### config.mk
export PLATFORM = sky130hd
export DESIGN_NAME = store_narrow_unit
export DESIGN_NICKNAME = d
export VERILOG_FILES = /design/src/rtl/store_narrow_unit_pkg.sv /design/src/rtl/store_lane_merge.sv /design/src/rtl/store_narrow_unit.sv
export SDC_FILE = /design/constraint.sdc
export NUM_CORES = 1
export LEC_CHECK = 0
export CAP_MARGIN = 15
export CORE_ASPECT_RATIO = 0.6
export CORE_UTILIZATION = 40
export CTS_CLUSTER_DIAMETER = 50
export DETAILED_ROUTE_END_ITERATION = 8
export MAX_ROUTING_LAYER = met4
export PLACE_DENSITY = 0.7
export RECOVER_POWER = 50
export SKIP_LAST_GASP = 1
export SYNTH_ARGS = -nofsm -noshare
export SYNTH_HDL_FRONTEND = slang
export SYNTH_SLANG_ARGS = --single-unit
### constraint.sdc
create_clock -name clk -period 3.9 [get_ports clk]
set_clock_uncertainty 0.1 [all_clocks]
set_input_delay 0.78 -clock clk [delete_from_list [all_inputs] [get_ports clk]]
set_output_delay 0.78 -clock clk [all_outputs]
set_load 0.005 [all_outputs]
### src/rtl/store_narrow_unit_pkg.sv
// Shared definitions for the narrowing store path: size encodings, FSM states
// and the alignment rule used to reject illegal stores.
package store_narrow_unit_pkg;

  localparam logic [1:0] SZ_BYTE = 2'b00;
  localparam logic [1:0] SZ_HALF = 2'b01;
  localparam logic [1:0] SZ_WORD = 2'b10;

  typedef enum logic [2:0] {
    IDLE  = 3'd0,
    READ  = 3'd1,
    WRITE = 3'd2,
    DONE  = 3'd3,
    FAULT = 3'd4
  } state_t;

  // Size 11 is reserved and always rejected.
  function automatic logic is_misaligned(input logic [1:0] size, input logic [1:0] lane);
    logic bad;
    case (size)
      SZ_BYTE: bad = 1'b0;
      SZ_HALF: bad = lane[0];
      SZ_WORD: bad = (lane != 2'b00);
      default: bad = 1'b1;
    endcase
    return bad;
  endfunction

endpackage

### src/rtl/store_lane_merge.sv
// Combinational little-endian lane merge: replaces the addressed byte/half of
// an existing word with the low bits of the store data.
module store_lane_merge
  import store_narrow_unit_pkg::*;
(
  input  logic [31:0] old_word,
  input  logic [31:0] data,
  input  logic [1:0]  size,
  input  logic [1:0]  lane,
  output logic [31:0] merged
);

  // Select the lane(s) to overwrite; untouched lanes keep the old value.
  always_comb begin
    merged = old_word;
    case (size)
      SZ_BYTE: begin
        case (lane)
          2'd0:    merged[7:0]   = data[7:0];
          2'd1:    merged[15:8]  = data[7:0];
          2'd2:    merged[23:16] = data[7:0];
          2'd3:    merged[31:24] = data[7:0];
          default: merged        = old_word;
        endcase
      end
      SZ_HALF: begin
        if (lane[1]) begin
          merged[31:16] = data[15:0];
        end else begin
          merged[15:0] = data[15:0];
        end
      end
      SZ_WORD: merged = data;
      default: merged = old_word;
    endcase
  end

endmodule

### src/rtl/store_narrow_unit.sv
// Multi-cycle store unit: narrows a register value to byte/half/word and writes
// it to a word-wide memory, using read-modify-write for sub-word stores.
module store_narrow_unit
  import store_narrow_unit_pkg::*;
#(
  parameter int ADDR_W = 32,
  parameter int DATA_W = 32
) (
  input  logic              clk,
  input  logic              rst,
  input  logic              req_valid,
  output logic              req_ready,
  input  logic [ADDR_W-1:0] req_addr,
  input  logic [DATA_W-1:0] req_data,
  input  logic [1:0]        req_size,
  output logic              done,
  output logic              misalign,
  output logic              mem_req,
  output logic              mem_we,
  output logic [ADDR_W-1:0] mem_addr,
  output logic [DATA_W-1:0] mem_wdata,
  input  logic [DATA_W-1:0] mem_rdata,
  input  logic              mem_ack
);

  state_t            state;
  state_t            next_state;
  logic              accept;
  logic [DATA_W-1:0] st_data;
  logic [1:0]        st_size;
  logic [1:0]        st_lane;
  logic [DATA_W-1:0] merged;

  logic              n_ready;
  logic              n_done;
  logic              n_misalign;
  logic              n_mem_req;
  logic              n_mem_we;
  logic [ADDR_W-1:0] n_mem_addr;
  logic [DATA_W-1:0] n_mem_wdata;

  store_lane_merge u_merge (
    .old_word (mem_rdata),
    .data     (st_data),
    .size     (st_size),
    .lane     (st_lane),
    .merged   (merged)
  );

  assign accept = req_valid & req_ready;

  // Next-state and address/data capture; mem_ack only matters in READ/WRITE,
  // the only states in which mem_req is high.
  always_comb begin
    next_state  = state;
    n_mem_addr  = mem_addr;
    n_mem_wdata = mem_wdata;
    case (state)
      IDLE: begin
        if (accept) begin
          n_mem_addr = {req_addr[ADDR_W-1:2], 2'b00};
          if (is_misaligned(req_size, req_addr[1:0])) begin
            next_state = FAULT;
          end else if (req_size == SZ_WORD) begin
            next_state  = WRITE;
            n_mem_wdata = req_data;
          end else begin
            next_state = READ;
          end
        end else begin
          next_state = IDLE;
        end
      end
      READ: begin
        if (mem_ack) begin
          next_state  = WRITE;
          n_mem_wdata = merged;
        end else begin
          next_state = READ;
        end
      end
      WRITE: begin
        if (mem_ack) begin
          next_state = DONE;
        end else begin
          next_state = WRITE;
        end
      end
      DONE:    next_state = IDLE;
      FAULT:   next_state = IDLE;
      default: next_state = IDLE;
    endcase
  end

  // Outputs are decoded from the next state so they can be registered
  // alongside it and line up with the state they describe.
  always_comb begin
    n_ready    = 1'b0;
    n_done     = 1'b0;
    n_misalign = 1'b0;
    n_mem_req  = 1'b0;
    n_mem_we   = 1'b0;
    case (next_state)
      IDLE:  n_ready = 1'b1;
      READ:  n_mem_req = 1'b1;
      WRITE: begin
        n_mem_req = 1'b1;
        n_mem_we  = 1'b1;
      end
      DONE:  n_done = 1'b1;
      FAULT: begin
        n_done     = 1'b1;
        n_misalign = 1'b1;
      end
      default: n_ready = 1'b0;
    endcase
  end

  // State and registered outputs.
  always_ff @(posedge clk) begin
    if (rst) begin
      state     <= IDLE;
      req_ready <= 1'b1;
      done      <= 1'b0;
      misalign  <= 1'b0;
      mem_req   <= 1'b0;
      mem_we    <= 1'b0;
      mem_addr  <= {ADDR_W{1'b0}};
      mem_wdata <= {DATA_W{1'b0}};
    end else begin
      state     <= next_state;
      req_ready <= n_ready;
      done      <= n_done;
      misalign  <= n_misalign;
      mem_req   <= n_mem_req;
      mem_we    <= n_mem_we;
      mem_addr  <= n_mem_addr;
      mem_wdata <= n_mem_wdata;
    end
  end

  // Request fields held for the duration of the access.
  always_ff @(posedge clk) begin
    if (rst) begin
      st_data <= {DATA_W{1'b0}};
      st_size <= 2'b00;
      st_lane <= 2'b00;
    end else if (accept) begin
      st_data <= req_data;
      st_size <= req_size;
      st_lane <= req_addr[1:0];
    end
  end

endmodule

==> flow_summary.yaml, run 1 <==
status:
  status: "finished clean"
critical_path:
  reg2regPathDepth: 3
  worst_setup_path_end_kind: "flip-flop"
  crit_path_max_fanout: 31
  regToRegStartpoint: "state[0]"
  cp_data_required_time_ps: 4040
  rrSetupSlack_ps: 1460
  crit_type: "in2reg"
  timing.rr.end: "mem_wdata[28]"
  crit_arrival_ps: 3110
  critPathLaunchType: "input port"
timing:
  setup_viol: 0
  fin_crit_ps: 2970
  fmax_mhz: 337
  setup_tns_ps: 0
  rsz0062_at_grt: "no"
  report.final.hold_viol_count: 0
  worst_pin_slew_ps: 1070
  finalMaxSlewViolations: 0
  finalCritPeriodShare: 0.761
  slew_headroom: 0.287
clock_tree:
  clockRootBuffer: "clkbuf_16"
  worst_skew_pair.late_latency_ps: 350
  cts_buffer_depth: 2
  htree_levels: 3
  cts_tree: "built"
  cts_buffers: 9
  clk_pin_slew_ps: 70
  ctsHoldBuffers: 0
  cts_resized: 0
  postCtsSetupBuffers: 0
  cts.sinks: 106
synth:
  synth_common_cells: "nand2_1, dfxtp_1, a21oi_1, nor2_1, clkbuf_1"
  ys_async_sr_fraction: 0
  synth_area_mm2: 0.00464
  ys_seq_area_frac: 0.458
  synth_edf_count: 0
  synth_top_cell_by_area: "dfxtp_1"
  netlist.area_leader.share: 0.458
  yosysMostFrequentCell: "nand2_1"
  synthTopCellsByArea: "dfxtp_1, nand2_1, a21oi_1, a221o_1, nor2_1"
  ys_ff_latch: 106
  synth_top_flop_cell: "dfxtp_1"
  syn_avg_cell_area_um2: 8.24
  synth_cell_type_count: 53
  synthCells: 563
  ys_warn_count: 0
detailed_routing:
  drt-pass1-iter-count: 5
  vias: 4703
  routed_via_density: 5.40
  wire_per_inst_um: 16.9
  drc: 0
  drt_iter0_drc: 383
  antenna_left: 0
  wl_um: 14700
grt:
  grt_usage: 0.252
  grt_max_degree: 59
  antenna_found_initial: 0
  grt_pass1_vias: 4281
  grt_overflow: 0
  grt_pass1_wl_um: 22900
final_layout:
  antenna_cells: 0
  nets: 808
  areaGrowthSynthToFinish_pct: 44.7
  drive_above_1_share: 0.0534
  final_cells: 871
floorplanning:
  die_area_mm2: 0.0120
  rows: 30
  die_x_um: 141
  start_util: 0.410
  ios: 171
  die_y_um: 85.4
  core_mm2: 0.0113
job:
  max_cap_viol_count: 0
place:
  gp_routability_congestion: 0.894
  hpwl_um: 10800
  portBuffers: 168
  dp.cells: 855
worst_hold_path:
  min_path_cells: 2
  hp-start: "mem_wdata[1]"
  hold_class: "reg2reg"
  hold_end: "mem_wdata[1]"
power_and_ir_drop:
  p_leak_nw: 2.66
  p_per_area_mw_per_mm2: 418
  ir_worst_vdd_v: 0.000247
  fin_total_pwr_mw: 2.81
-- routing by layer --
metal  global-route usage  routed length, um  part of all wire  vias to the layer above
met5                    -                  0                 0                        -
met4               0.0504                 87            0.0059                        0
met3               0.0576               1130             0.077                        7
met2                0.350               6140              0.42                      204
met1                0.369               7350              0.50                     2227
li1                     -                  -                 -                     2265
-- where the power goes --
part | switching (mW) | total (mW) | internal [mW]
clock | 0.400 | 0.999 | 0.598
sequential | 0.0703 | 1.24 | 1.17
combinational | 0.292 | 0.570 | 0.278
total | 0.762 | 2.81 | 2.05
-- final cells by class --
| cell class | count | area, um2 |
|---|---|---|
| fillers | 983 | 4590 |
| inverters | 1 | 3.75 |
| well taps | 160 | 200 |
| clock inverters | 4 | 73.8 |
| multi-input cells | 412 | 2320 |
| repair buffers | 176 | 1740 |
| flip-flops and latches | 106 | 2120 |
| clock buffers | 12 | 256 |
-- logic make-up after synthesis --
logic type             count (synthesis)  synth area share
AO/OA/AOI/OAI                        167             0.254
buffers and inverters                 46            0.0421
flip-flops                           106             0.458
multiplexers                           8            0.0173
other                                  1          0.000809
AND/OR/NAND/NOR                      235             0.228
-- worst max-delay path, cell delays in order --
cell,delay [ps]
dlygate4sd3_1,570
nand4bb_1,300
or2_2,630
or3_1,510
a21boi_0,180
o21a_1,140
-- per-stage QoR --
step / area (um2) / setup slack (ps) / hold slack [ps] / utilization
2_1_floorplan: 4640 / 1560 / 336 / -
3_3_place_gp: 6400 / 844 / 342 / 0.566
3_5_place_dp: 6400 / 691 / 346 / 0.566
4_1_cts: 6730 / 1060 / 355 / 0.595
5_1_grt: 6710 / 842 / 366 / 0.594
6_report: 6710 / 934 / 350 / 0.594
-- cells in the final DEF (no fill, tap or decap), types with 3 or more instances in the layout --
cell type / n
nand2_1: 160
dfxtp_1: 106
clkdlybuf4s50_1: 100
a21oi_1: 92
dlygate4sd3_1: 67
nor2_1: 34
nand3b_1: 17
a221o_1: 16
clkbuf_16: 9
buf_4: 9
o31ai_1: 8
mux2i_1: 8
a22o_1: 8
a222oi_1: 6
a2bb2oi_1: 6
a311oi_1: 6
o41ai_1: 5
o41ai_2: 4
nand2b_1: 3
nor2b_1: 3
-- worst max path at each step --
stage / startpoint / slack (ps) / end / cells past startpoint
5_1_grt: req_valid / 840 / mem_req / 6
3_5_place_dp: req_addr[1] / 690 / mem_wdata[10] / 5
6_report: req_valid / 930 / mem_req / 6
4_1_cts: req_addr[1] / 1060 / mem_wdata[10] / 5
2_1_floorplan: req_addr[1] / 1560 / mem_wdata[12] / 5
3_3_place_gp: req_addr[1] / 840 / mem_wdata[9] / 5
-- state kept, by name, indices dropped and copies added (netlist names), 2 cells and up --
| register | cells |
|---|---|
| mem_wdata | 32 |
| st_size | 2 |
| st_data | 32 |
| state | 3 |
| st_lane | 2 |
| mem_addr | 30 |
(Power assumes the default switching activity.)
==> run 2, diff against run 1 <==
- PLACE_DENSITY: 0.7 -> 0.73
- clock period: 3.9 -> 2.7 ns (I/O delays scaled with it)
==> flow_summary.yaml, run 2 (synthesis results as in run 1) <==
critical_path:
  critPathLaunchType: "input port"
  worst-path-buf-inv: 2
  cp_data_required_time_ps: 2870
  critPathMaxStageDelay_ps: 720
  regToRegStartpoint: "state[0]"
  path_cells: "dlygate4sd3_1 > nand4bb_4 > nor3_4 > a21oi_4 > buf_4 > nand2_1 > a21oi_1"
  critPathSlowestCell: "a21oi_4"
  crit_path_max_fanout: 29
  cp_num_cells: 7
  cp_top_family: "buffers and inverters"
  worst_setup_path_end_kind: "flip-flop"
  crit_end: "mem_wdata[5]"
  timing.rr.end: "mem_wdata[13]"
  rrSetupSlack_ps: 430
  crit_type: "in2reg"
  startpoint: "req_valid"
  crit_arrival_ps: 2610
  reg2regPathDepth: 4
final_layout:
  final_cell_mix: "nand2_1, clkdlybuf4s50_1, dfxtp_1, a21oi_1, dlygate4sd3_1"
  top_regs: "mem_wdata: 32 flops, st_data: 32 flops, mem_addr: 30 flops"
  drive_above_1_share: 0.0615
  final_core_util: 0.597
  nets: 813
  fin_area_mm2: 0.00675
  areaGrowthSynthToFinish_pct: 45.5
  antenna_cells: 0
  final_common_cell: "nand2_1"
  final_cells: 876
power_and_ir_drop:
  p_leak_nw: 2.62
  p_per_area_mw_per_mm2: 595
  ir_worst_vdd_v: 0.000285
  fin_total_pwr_mw: 4.01
place:
  place_ws_ps: 27.7
  hpwl_um: 11300
  dp.cells: 860
  gp_routability_congestion: 0.933
  postPlaceCellArea_mm2: 0.00643
  portBuffers: 168
clock_tree:
  cts.sinks: 106
  cts_buffer_depth: 2
  cts_resized: 0
  worst_skew_pair.late_latency_ps: 340
  ctsHoldBuffers: 0
  clockRootBuffer: "clkbuf_16"
  htree_levels: 3
  postCtsSetupBuffers: 0
  clk_pin_slew_ps: 70
  cts_buffers: 9
  cts_tree: "built"
detailed_routing:
  drt-pass1-iter-count: 5
  routed_via_density: 5.51
  drc: 0
  vias: 4824
  antenna_left: 0
  wire_per_inst_um: 17.5
  wl_um: 15300
  drt_iter0_drc: 516
timing:
  finalMaxSlewViolations: 0
  hold_ws_ps: 351
  fin_crit_ps: 2440
  worst_pin_slew_ps: 927
  setup_viol: 0
  slew_headroom: 0.381
  setup_tns_ps: 0
  fmax_mhz: 410
  report.final.hold_viol_count: 0
  rsz0062_at_grt: "no"
  worst_slack_ps: 262
  finalCritPeriodShare: 0.903
floorplanning:
  die_y_um: 85.4
  rows: 30
  start_util: 0.410
  core_mm2: 0.0113
  die_area_mm2: 0.0120
  die_x_um: 141
  ios: 171
grt:
  grt_pass1_vias: 4543
  grt_usage: 0.263
  grt_pass1_wl_um: 23900
  grt_max_degree: 50
  grt_overflow: 0
  antenna_found_initial: 0
worst_hold_path:
  hold_class: "reg2reg"
  min_path_cells: 2
job:
  max_cap_viol_count: 0
status:
  status: "finished clean"
[run 2: changes by cell type in the layout (fill, tap and decap cells not counted), sizes merged]
cell | before | now
buf | 9 | 13
bufinv | 2 | 1
clkbuf | 12 | 14
clkdlybuf4s50 | 100 | 116
clkinv | 2 | 1
clkinvlp | 0 | 1
dlygate4sd3 | 67 | 51
[run 2: where the power goes]
group	switching (mW)	internal, mW
clock	0.573	0.798
sequential	0.104	1.69
combinational	0.433	0.417
[run 2: worst min path at each step]
stage	startpoint	end	slack, ps
floorplan	st_data[31]	st_data[31]	340
global placement	mem_addr[4]	mem_addr[4]	340
detailed placement	st_data[28]	st_data[28]	350
CTS	st_data[28]	st_data[28]	360
global route	mem_addr[26]	mem_addr[26]	370
finish	mem_addr[18]	mem_addr[18]	350
[run 2: final cells by class]
type | instances | area (um2)
well taps | 160 | 200
clock buffers | 13 | 270
clock inverters | 3 | 46.3
inverters | 1 | 3.75
multi-input cells | 412 | 2330
fillers | 1004 | 4550
flip-flops and latches | 106 | 2120
repair buffers | 181 | 1770
[run 2: worst reg2reg max path, cell delays in order (launching register included)]
cell and delay (ps):
dfxtp_1 560, or3b_1 750, a221o_1 440, a21oi_1 190, o41ai_2 90
[run 2: layer usage]
| metal | up-vias | GRT usage | wire length [um] |
|---|---|---|---|
| met4 | 0 | 0.0445 | 78 |
| met1 | 2286 | 0.369 | 7260 |
| met2 | 248 | 0.386 | 6620 |
| li1 | 2281 | - | - |
| met3 | 9 | 0.0638 | 1340 |
| met5 | - | - | 0 |
